**src/rtl/ps2_key_decoder.sv**
```systemverilog
// PS/2 set-2 scan-code parser: tracks held game keys and queues 3-bit events with valid/ready.
// Optional: define PS2_TYPEMATIC_REPEAT_EN to re-queue repeat makes for LEFT/RIGHT/DOWN.
module ps2_key_decoder #(
  parameter int unsigned FIFO_DEPTH     = 4,
  parameter int unsigned TIMEOUT_CYCLES = 500000
) (
  input  logic       clk_i,
  input  logic       rst_n_i,
  input  logic [7:0] ps2_data_i,
  input  logic       ps2_data_en_i,
  output logic [2:0] event_o,
  output logic       event_valid_o,
  input  logic       event_ready_i,
  output logic [6:0] held_keys_o,
  output logic       overflow_o
);

  localparam int unsigned PW = (FIFO_DEPTH > 1) ? $clog2(FIFO_DEPTH) : 1;
  localparam int unsigned CW = PW + 1;
  localparam int unsigned TW = (TIMEOUT_CYCLES > 1) ? $clog2(TIMEOUT_CYCLES) : 1;
  localparam logic [TW-1:0] TMO_LAST = TW'(TIMEOUT_CYCLES - 1);
  localparam logic [CW-1:0] FULL_CNT = CW'(FIFO_DEPTH);

  typedef enum logic [1:0] {IDLE, EXT, BRK, EXT_BRK} state_t;

  state_t          state_q, state_d;
  logic [TW-1:0]   tmo_q, tmo_d;
  logic [6:0]      held_q, held_d;
  logic            push_q, push_d;
  logic [2:0]      push_code_q, push_code_d;
  logic [2:0]      mem_q [FIFO_DEPTH];
  logic [PW-1:0]   wr_q, rd_q;
  logic [CW-1:0]   cnt_q;
  logic            ovf_q;

  logic [3:0]      base_dec, ext_dec;
  logic            make_hit;
  logic [2:0]      make_code;
  logic            pop, full, wr_en;

  // {hit, code} lookups for plain and E0-prefixed make codes
  function automatic logic [3:0] map_base(input logic [7:0] b);
    case (b)
      8'h29:   return {1'b1, 3'd4};
      8'h5A:   return {1'b1, 3'd5};
      8'h4D:   return {1'b1, 3'd6};
      default: return 4'b0000;
    endcase
  endfunction

  function automatic logic [3:0] map_ext(input logic [7:0] b);
    case (b)
      8'h6B:   return {1'b1, 3'd0};
      8'h74:   return {1'b1, 3'd1};
      8'h72:   return {1'b1, 3'd2};
      8'h75:   return {1'b1, 3'd3};
      default: return 4'b0000;
    endcase
  endfunction

  assign base_dec = map_base(ps2_data_i);
  assign ext_dec  = map_ext(ps2_data_i);

  always_comb begin
    state_d     = state_q;
    tmo_d       = tmo_q;
    held_d      = held_q;
    push_d      = 1'b0;
    push_code_d = '0;
    make_hit    = 1'b0;
    make_code   = '0;
    if (ps2_data_en_i) begin
      tmo_d = '0;
      unique case (state_q)
        IDLE: begin
          if (ps2_data_i == 8'hE0)      state_d = EXT;
          else if (ps2_data_i == 8'hF0) state_d = BRK;
          else {make_hit, make_code} = base_dec;
        end
        EXT: begin
          if (ps2_data_i == 8'hF0) begin
            state_d = EXT_BRK;
          end else begin
            state_d = IDLE;
            {make_hit, make_code} = ext_dec;
          end
        end
        BRK: begin
          state_d = IDLE;
          if (base_dec[3]) held_d[base_dec[2:0]] = 1'b0;
        end
        EXT_BRK: begin
          state_d = IDLE;
          if (ext_dec[3]) held_d[ext_dec[2:0]] = 1'b0;
        end
      endcase
    end else if (state_q != IDLE) begin
      if (tmo_q == TMO_LAST) begin
        state_d = IDLE;
        tmo_d   = '0;
      end else begin
        tmo_d = tmo_q + 1'b1;
      end
    end

    if (make_hit) begin
      if (!held_q[make_code]) begin
        held_d[make_code] = 1'b1;
        push_d            = 1'b1;
        push_code_d       = make_code;
      end
`ifdef PS2_TYPEMATIC_REPEAT_EN
      else if (make_code <= 3'd2) begin
        push_d      = 1'b1;
        push_code_d = make_code;
      end
`endif
    end
  end

  always_ff @(posedge clk_i) begin
    if (!rst_n_i) begin
      state_q     <= IDLE;
      tmo_q       <= '0;
      held_q      <= '0;
      push_q      <= 1'b0;
      push_code_q <= '0;
    end else begin
      state_q     <= state_d;
      tmo_q       <= tmo_d;
      held_q      <= held_d;
      push_q      <= push_d;
      push_code_q <= push_code_d;
    end
  end

  // A pop in the same cycle frees the slot, so a push into a full queue still lands
  assign pop   = event_valid_o & event_ready_i;
  assign full  = (cnt_q == FULL_CNT);
  assign wr_en = push_q & (~full | pop);

  always_ff @(posedge clk_i) begin
    if (!rst_n_i) begin
      for (int unsigned i = 0; i < FIFO_DEPTH; i++) mem_q[i] <= '0;
      wr_q  <= '0;
      rd_q  <= '0;
      cnt_q <= '0;
      ovf_q <= 1'b0;
    end else begin
      if (wr_en) begin
        mem_q[wr_q] <= push_code_q;
        wr_q        <= wr_q + 1'b1;
      end
      if (pop) rd_q <= rd_q + 1'b1;
      case ({wr_en, pop})
        2'b10:   cnt_q <= cnt_q + 1'b1;
        2'b01:   cnt_q <= cnt_q - 1'b1;
        default: cnt_q <= cnt_q;
      endcase
      if (push_q & full & ~pop) ovf_q <= 1'b1;
    end
  end

  assign event_o       = mem_q[rd_q];
  assign event_valid_o = (cnt_q != '0);
  assign held_keys_o   = held_q;
  assign overflow_o    = ovf_q;

endmodule

```
**config.mk**
```make
export PLATFORM = sky130hd
export DESIGN_NAME = ps2_key_decoder
export DESIGN_NICKNAME = d
export VERILOG_FILES = /design/src/rtl/ps2_key_decoder.sv
export SDC_FILE = /design/constraint.sdc
export NUM_CORES = 1
export LEC_CHECK = 0
export CORE_UTILIZATION = 58
export DETAILED_ROUTE_END_ITERATION = 12
export GPL_TIMING_DRIVEN = 0
export PLACE_DENSITY = 0.79
export SLEW_MARGIN = 20
export SYNTH_ARGS = -nofsm -noshare
export SYNTH_HDL_FRONTEND = slang
export SYNTH_SLANG_ARGS = --single-unit
```
**constraint.sdc**
```tcl
create_clock -name clk_i -period 2.75 [get_ports clk_i]
set_clock_uncertainty 0.05 [all_clocks]
set_input_delay 0.55 -clock clk_i [delete_from_list [all_inputs] [get_ports clk_i]]
set_output_delay 0.55 -clock clk_i [all_outputs]
set_load 0.005 [all_outputs]
```
==> metrics.yaml, run 1 <==
drive_above_1_share_pct: 11.73
finish.utilization_pct: 71.59
grt_pass1_wl_mm: 10.67
synthArstFlopShare_pct: 0
dieWidth_um: 73.81
crit_path_max_incr_delay_ns: 0.49
grt_pass1_vias: 2276
timing.final.crit_share_pct: 96.67
tightest_slew_ns: 0.5181
ys_top_cells_by_count: "42 x dfxtp_1, 35 x nor2_1, 25 x nand2_1"
cp-end-kind: "flop"
antenna_cells: 0
via_count: 2536
dr.pass1.iters: 4
slew_violations: 0
antenna_found_initial: 0
holdWs_ns: 0.4381
netlist_instances: 323
tns_ns: 0
hp-class: "flop to flop"
dpl.hpwl_mm: 4.958
drv_cap: 0
root_buffer: "clkbuf_8"
synth_top_area_share_pct: 28.12
ant_nets: 0
vdd_drop_max_mv: 0.3227
post-synth-top-area-cell: "dfxtp_1"
yosysUniqueCellTypes: 71
crit_chain: "clkdlybuf4s50_1 -> buf_2 -> nand3b_1 -> buf_4 -> a2111oi_4 -> nor2_1 -> mux2_2 -> mux2i_2 -> a211oi_1"
relSlewSlack_pct: 64.97
required_ns: 2.88
post_drt_wl_per_cell_um: 15.61
place.gp.congestion: 0.9248
ys_ff_latch: 54
drc: 0
period_needed_ns: 2.658
insertion_delay_ns: 0.30
cts_buffers: 5
start_kind: "primary input"
yosys_warnings: 0
finalWirelength_mm: 6.633
grt_start_max_net_pins: 17
cts_sinks: 54
yosys_most_used_dff: "dfxtp_1"
ios: 24
fin_nets: 371
fmax_mhz: 376.2
slowest_stage: "clkdlybuf4s50_1"
power.density_nw_per_um2: 489.4
yosys-top-cells-area: "dfxtp_1 28%, edfxtp_1 12%, nor2_1 4.4%"
cts_buffer_depth: 2
rows: 25
p_leak_nw: 1.201
synth_most_common_cell: "dfxtp_1"
htreeDepth: 2
path_clk_slew_ns: 0.10
die_h_um: 73.81
worst-setup-path-type: "primary input to flop"
synth-edff-count: 12
synthToLayoutAreaGrowth_pct: 16.07
startpoint: "ps2_data_i[5]"
crit_fanout: 10
yosysSeqAreaShare_pct: 40.17
portBuffers: 20
avgViaCountPerCell: 5.967
syn_area_um2: 2990
start_util_pct: 61.68
rr_startpoint: "state_q[0]"
status: "finished, final reports clean"
grt_use_total_pct: 26.03
drtIter0Drc: 130
min_from: "tmo_q[1]"
syn_avg_cell_area_um2: 9.258
cp.arrival_ns: 2.79
finalSetupViolCount: 0
core-area_um2: 4848
dieArea_um2: 5447
grt_overflow: 0
finalHoldViolCount: 0
tritoncts: "built"
synth_nets: 337
[area by class of cell]
class                   count  area, µm²
multi-input cells         247       1738
plain buffers              11      56.30
fillers                   389       1378
inverters                  11      41.29
clock buffers               6      82.58
well taps                  67      83.83
flip-flops and latches     54       1201
clock inverters             2      12.51
repair buffers             27      255.2
[registers in the layout, indices dropped and copies added, names as in the netlist, 2 cells and up, named ones only]
name	cells
mem_q	12
tmo_q	19
state_q	2
push_code_q	3
rd_q	2
wr_q	2
held_keys_o	7
cnt_q	3
[critical path, delay by kind of cell]
kind / cells / cell delay, ns
compound gates: 2 / 0.50
buf+inv: 3 / 0.92
mux: 2 / 0.54
simple gates: 2 / 0.27
[metal layers]
metal / up-vias / part of all wire [%] / track usage (%)
met1: 1208 / 45 / 33.19
met2: 79 / 50 / 44.44
met4: 0 / 0.65 / 7.265
met3: 4 / 4.7 / 5.487
li1: 1245 / - / -
met5: - / 0 / 0
[metrics by stage]
step | worst slack, ns | cells | instance area (µm²) | power, mW
2_1_floorplan | 0.3706 | 323 | 2990 | 1.136
3_3_place_gp | -0.3303 | 410 | 3274 | 1.246
3_5_place_dp | -0.3524 | 410 | 3274 | 1.266
4_1_cts | 0.05773 | 420 | 3385 | 1.707
5_1_grt | -0.04441 | 425 | 3471 | 1.784
6_report | 0.09153 | 425 | 3471 | 1.699
[what timing repair did]
| item | 4_1_cts | 5_1_grt |
|---|---|---|
| hold buffers | 0 | 0 |
| setup endpoints to repair | 4 | 8 |
| gates resized for setup | 0 | 9 |
| cloned | 0 | 0 |
| pin swaps | 1 | 1 |
| setup buffers | 2 | 5 |
[where the power goes]
| part | leakage, nW | internal [mW] | switching, mW |
|---|---|---|---|
| registers | 0.463 | 0.856 | 0.0402 |
| clock network | 0.0472 | 0.203 | 0.246 |
| logic | 0.691 | 0.194 | 0.160 |
[cells by family after synthesis]
kind of cell | count (synthesis) | share of synthesized area (%)
multiplexers | 7 | 3.765
flip-flops | 54 | 40.17
AND/OR/NAND/NOR | 157 | 30.04
adder cells (fa/ha/maj) | 2 | 1.088
XOR/XNOR | 22 | 6.443
AO/OA/AOI/OAI | 59 | 15.23
buffers and inverters | 22 | 3.263
[final timing paths]
path	endpoint	slack (ns)	cells after the start
min	tmo_q[1]	0.44	2
max reg2reg	tmo_q[15]	0.48	7
max	push_code_q[2]	0.09	9
min reg2reg	tmo_q[1]	0.44	2
[cells in the final DEF (no fill, tap or decap), drive strengths merged, types with 4 or more instances in the layout]
master	n
dfxtp	42
nor2	35
nand2	25
clkdlybuf4s50	19
nand3	16
o21ai	13
xor2	12
and2	12
edfxtp	12
buf	12
clkbuf	12
inv	11
a21oi	11
xnor2	10
nand2b	9
nor3	8
a211oi	8
nor2b	7
nand4	6
o211ai	6
nand3b	4
nor4	4
nor4b	4
(Power assumes the default switching activity.)
==> inputs of run 2 (changes only) <==
--- a/config.mk
+++ b/config.mk
@@ -8,7 +8,7 @@
 export CORE_UTILIZATION = 58
 export DETAILED_ROUTE_END_ITERATION = 12
 export GPL_TIMING_DRIVEN = 0
-export PLACE_DENSITY = 0.79
+export PLACE_DENSITY = 0.8
 export SLEW_MARGIN = 20
 export SYNTH_ARGS = -nofsm -noshare
 export SYNTH_HDL_FRONTEND = slang
==> run 2 against run 1 <==
Compared with the run above:
- non-clock buffer count stayed put
- first-iteration DRC count is 12% lower
- sequential power hardly changed
- register-to-register slack hardly changed
- power is 1.9% lower
- routed wire length is 6.0% lower
- highest routed layer unchanged
==> metrics.yaml, run 2 (synthesis gave the netlist of run 1 again) <==
status: "finished, final reports clean"
ant_nets: 0
fin_nets: 371
drv_cap: 0
highest_layer: "met4"
place_area_um2: 3274
path_clk_slew_ns: 0.09
grt_overflow: 0
grt_pass1_wl_mm: 10.23
grt_start_max_net_pins: 17
grt_use_total_pct: 24.68
vdd_drop_max_mv: 0.2723
start_kind: "primary input"
slew_violations: 0
grt_pass1_vias: 2158
power.density_nw_per_um2: 487.6
antenna_cells: 0
dieWidth_um: 73.81
root_buffer: "clkbuf_8"
largest-register: "tmo_q"
rsz0062_at_grt: "true"
relSlewSlack_pct: 63.16
cts_sinks: 54
via_count: 2459
insertion_delay_ns: 0.30
drive_above_1_share_pct: 10.34
p_leak_nw: 1.173
finalHoldViolCount: 0
place.gp.congestion: 0.9212
die_h_um: 73.81
final_common_cell: "dfxtp_1"
ctsHoldBuffers: 0
met3WireLength_um: 335
dieArea_um2: 5447
worst-setup-path-type: "primary input to flop"
finish.utilization_pct: 70.50
drc: 0
crit_fanout: 9
rows: 25
design_area_um2: 3418
rr_startpoint: "state_q[0]"
core-area_um2: 4848
post_drt_wl_per_cell_um: 14.68
required_ns: 2.89
drtIter0Drc: 115
dr.pass1.iters: 5
power.total_mw: 1.667
seq_area_um2: 1201
avgViaCountPerCell: 5.786
finalSetupViolCount: 0
hp-class: "flop to flop"
largest_reg_flops: 19
htreeDepth: 2
mostFrequentLayoutCells: "42 x dfxtp_1, 35 x nor2_1, 25 x nand2_1, 20 x clkdlybuf4s50_1, 16 x nand3_1"
holdWs_ns: 0.4394
period_needed_ns: 2.696
ios: 24
fmax_mhz: 370.9
cp.arrival_ns: 2.84
tritoncts: "built"
multi_input_area_um2: 1699
timing.final.crit_share_pct: 98.05
synthToLayoutAreaGrowth_pct: 14.31
tightest_slew_ns: 0.5450
place_inst: 410
portBuffers: 20
wl_met2_mm: 2.904
min_from: "tmo_q[1]"
met1_length_mm: 2.909
dpl.hpwl_mm: 4.712
antenna_found_initial: 0
start_util_pct: 61.68
cp-end-kind: "flop"
cts_buffers: 5
cts_buffer_depth: 2
startpoint: "ps2_data_i[1]"
finalWirelength_mm: 6.238
layoutNonFillerInstCount: 425
fill_cells: 396
==> run 2: per-layer routing <==
metal / track usage, % / vias up
met3: 4.252 / 10
met4: 6.624 / 0
met5: 0 / -
met1: 34.10 / 1131
li1: - / 1244
met2: 39.76 / 74
==> run 2: timing repair <==
action	4_1_cts	5_1_grt
buffers inserted	2	5
endpoints found under the setup margin	6	9
resized for setup	1	1
pin swaps	1	2
==> run 2: worst max-delay path, stage by stage <==
cell	delay (ns)
clkdlybuf4s50_1	0.58
or3b_4	0.46
a2111oi_1	0.45
o21bai_1	0.17
nor3b_2	0.20
o31ai_2	0.11
o41ai_1	0.31
==> run 2: path summary, 6_finish.rpt <==
path / to / slack [ns] / cells past startpoint
worst max-delay path: held_keys_o[0] / 0.05 / 7
worst min-delay path: tmo_q[1] / 0.44 / 2
worst max register to register: held_keys_o[1] / 0.48 / 6
worst min register to register: tmo_q[1] / 0.44 / 2
==> run 2: final cells by class <==
cell class | instances | share of cell area, %
buffer | 11 | 1.647
multi-input combinational | 247 | 49.71
timing repair buffer | 27 | 7.394
clock buffer | 7 | 2.233
clock inverter | 1 | 0.2196
tap | 67 | 2.452
inverter | 11 | 1.208
sequential | 54 | 35.14
==> run 2: per-stage QoR <==
step | TNS (ns) | worst slack [ns]
global route | -0.06705 | -0.04102
finish | 0 | 0.05375
detailed placement | -3.024 | -0.3775
global placement | -2.720 | -0.3239
CTS | 0 | 0.05374
floorplan | 0 | 0.3706
==> run 2: power breakdown <==
part	switching [mW]	total, mW	internal, mW
sequential	0.0393	0.895	0.856
combinational	0.156	0.348	0.192
clock	0.243	0.424	0.181
==> patch (flow settings as in run 1) <==
The parameter `FIFO_DEPTH` goes from 4 to 16.
--- a/src/rtl/ps2_key_decoder.sv
+++ b/src/rtl/ps2_key_decoder.sv
@@ -2,5 +2,5 @@
 // Optional: define PS2_TYPEMATIC_REPEAT_EN to re-queue repeat makes for LEFT/RIGHT/DOWN.
 module ps2_key_decoder #(
-  parameter int unsigned FIFO_DEPTH     = 4,
+  parameter int unsigned FIFO_DEPTH     = 16,
   parameter int unsigned TIMEOUT_CYCLES = 500000
 ) (
Formal check against the unedited RTL: same outputs for any inputs over 4 cycles, from zero or initial values and one cycle with rst_n_i low; that may be too few to reach the edited logic, so the function may still have changed.
==> patch against run 1 <==
  * Count of clock-buffer cells in the layout increased by 5
  * Sequential cell count increased by 44
  * Cell area increased by 62%
  * Critical path depth increased by 4
  * Non-clock buffer count increased by 10
  * Largest power group unchanged
  * Routed wire length increased by 49%
  * Critical path type is now register to register
  * Synthesized area increased by 65%
  * Sequential share of layout area increased by 9.0 points
  * Setup slack got worse by 0.052 ns
  * Combinational power decreased by 70%
  * Total power increased by 48%
  * Register-to-register slack got worse by 0.44 ns
  * Fmax decreased by 1.9%
==> patch: results (changes against run 1) <==
status=complete, no violations (unchanged); crit-path max cell delay=0.56 ns (was 0.49 ns); clk root buf=clkbuf_8 (unchanged); CP arrival=2.89 ns (was 2.79 ns); routed vias/inst=5.78 (was 5.97); Worst R2R Setup Slack=0.04 ns (was 0.48 ns); top_reg_cell synth=dfxtp_1 (unchanged); Hold Slack=0.429 ns (was 0.438 ns); DR WL/cell=16.2 um (was 15.6 um); Largest register FFs=48 (was 19); initial antenna violation count=0 (unchanged); VDD IR-drop max=0.305 mV (was 0.323 mV); H-tree levels=3 (was 2); Worst-path clk slew=0.10 ns (about the same); Worst Hold Class=register to register (unchanged); gpl congestion=0.830 (was 0.925); Syn Nets=481 (was 337); max_slew headroom=0.614 (was 0.650); 1st-pass router iterations=4 (unchanged); first-pass GRT wire length=16.5 mm (was 10.7 mm); crit-path max FO=4 (was 10); Netlist cell types=65 (was 71); Initial DRC Count=140 (was 130); Reg with most FFs=mem_q (was tmo_q); list of most frequent post-synthesis cells=63 x nor2_1, 51 x and2_1, 50 x dfxtp_1, 48 x edfxtp_1, 26 x nand2_1 (was 42 x dfxtp_1, 35 x nor2_1, 25 x nand2_1, 16 x nand3_1); clock buffer count from CTS=9 (was 5); share of cells above drive strength 1=0.162 (was 0.117); ant diodes=0 (unchanged); Nets=524 (was 371); f_max=369 MHz (was 376 MHz); CTS max path bufs=2 (unchanged); sequential share of the synthesized area=0.495 (was 0.402); number of synthesized flops with an enable pin=48 (was 12); gr usage total=0.240 (was 0.260); top cell family by delay on the critical path=simple AND/OR/NAND/NOR gates (was buffers and inverters); leak pwr=1.89 nW (was 1.20 nW); worst skew pair latency=0.37 ns (was 0.30 ns); Syn. warnings=0 (unchanged); largest net degree at the start of global routing=18 (was 17); Slowest cell on crit path=or4_4 (was clkdlybuf4s50_1); number of global-route vias before repair=3456 (was 2276); hpwl dp=7.06 mm (was 4.96 mm); P_sw=582 uW (was 446 uW); Place WS=-0.279 ns (was -0.352 ns); PortBufs=23 (was 20); FFs w/ async S/R, synth=0 (unchanged); Synth area leaders=edfxtp_1 29%, dfxtp_1 20%, mux4_2 6.9% (was dfxtp_1 28%, edfxtp_1 12%, nor2_1 4.4%); Fill cells=603 (was 389)
patch: timing repair:
item | in CTS | in global routing
pin swaps | 2 | 1
endpoints found under the setup margin | 5 | 4
resized for setup | 25 | 5
setup buffers | 8 | 4
patch: per-stage QoR:
stage / setup TNS, ns / power, mW / instances / instance area, um^2
after global placement: -1.00 / 1.70 / 586 / 5330
after CTS: -0.0449 / 2.52 / 608 / 5600
final: 0 / 2.52 / 611 / 5620
after global routing: -0.0675 / 2.60 / 611 / 5620
after detailed placement: -1.34 / 1.70 / 586 / 5330
after floorplan: 0 / 1.65 / 458 / 4960
patch: cell families (layout without fill, tap and decap cells):
logic type / Yosys count / count (layout) / synth area share
AND/OR/NAND/NOR: 217 / 217 / 0.241
flip-flops: 98 / 98 / 0.495
AO/OA/AOI/OAI: 58 / 58 / 0.0906
buffers and inverters: 31 / 79 / 0.0246
XOR/XNOR: 27 / 27 / 0.0480
multiplexers: 16 / 16 / 0.0706
adder cells (fa/ha/maj): 11 / 11 / 0.0294
patch: path summary, 6_finish.rpt:
path              startpoint        to  depth (start not counted)
setup / recovery    cnt_q[0]  cnt_q[4]                         13
hold / removal      tmo_q[1]  tmo_q[1]                          2
setup reg to reg    cnt_q[0]  cnt_q[4]                         13
hold reg to reg     tmo_q[1]  tmo_q[1]                          2
patch: worst register-to-register path, cell delays in order, from the launching register on:
cell and delay [ns]:
dfxtp_2 0.35, or4_4 0.56, nor3_4 0.19, nor2b_4 0.07, inv_2 0.06, ha_4 0.17, inv_4 0.04, fa_2 0.34
nor2b_2 0.13, o21ai_1 0.08, and3_1 0.20, nor3_2 0.13, xnor2_1 0.15, nor2_1 0.07
patch: final cells by class:
cell class              instances  share of cell area
well taps                     105              0.0234
clock inverters                 5             0.00690
inverters                      15              0.0105
clock buffers                  11              0.0234
repair buffers                 35              0.0565
multi-input cells             329               0.434
plain buffers                  13              0.0100
flip-flops and latches         98               0.436
patch: power groups by stage:
| stage | combinational, mW | clock (mW) | sequential (mW) |
|---|---|---|---|
| 6_report | 0.106 | 0.849 | 1.56 |
| 5_1_grt | 0.117 | 0.911 | 1.57 |
| 4_1_cts | 0.107 | 0.853 | 1.56 |
| 3_5_place_dp | 0.106 | 0 | 1.60 |
| 3_3_place_gp | 0.102 | 0 | 1.60 |
| 2_1_floorplan | 0.0600 | 0 | 1.59 |
patch: routing by layer:
| layer | routed length, um | vias to the layer above | GRT usage |
|---|---|---|---|
| li1 | - | 1731 | - |
| met1 | 4360 | 1704 | 0.299 |
| met2 | 5020 | 80 | 0.419 |
| met3 | 350 | 18 | 0.0396 |
| met4 | 149 | 0 | 0.0821 |
| met5 | 0 | - | 0 |
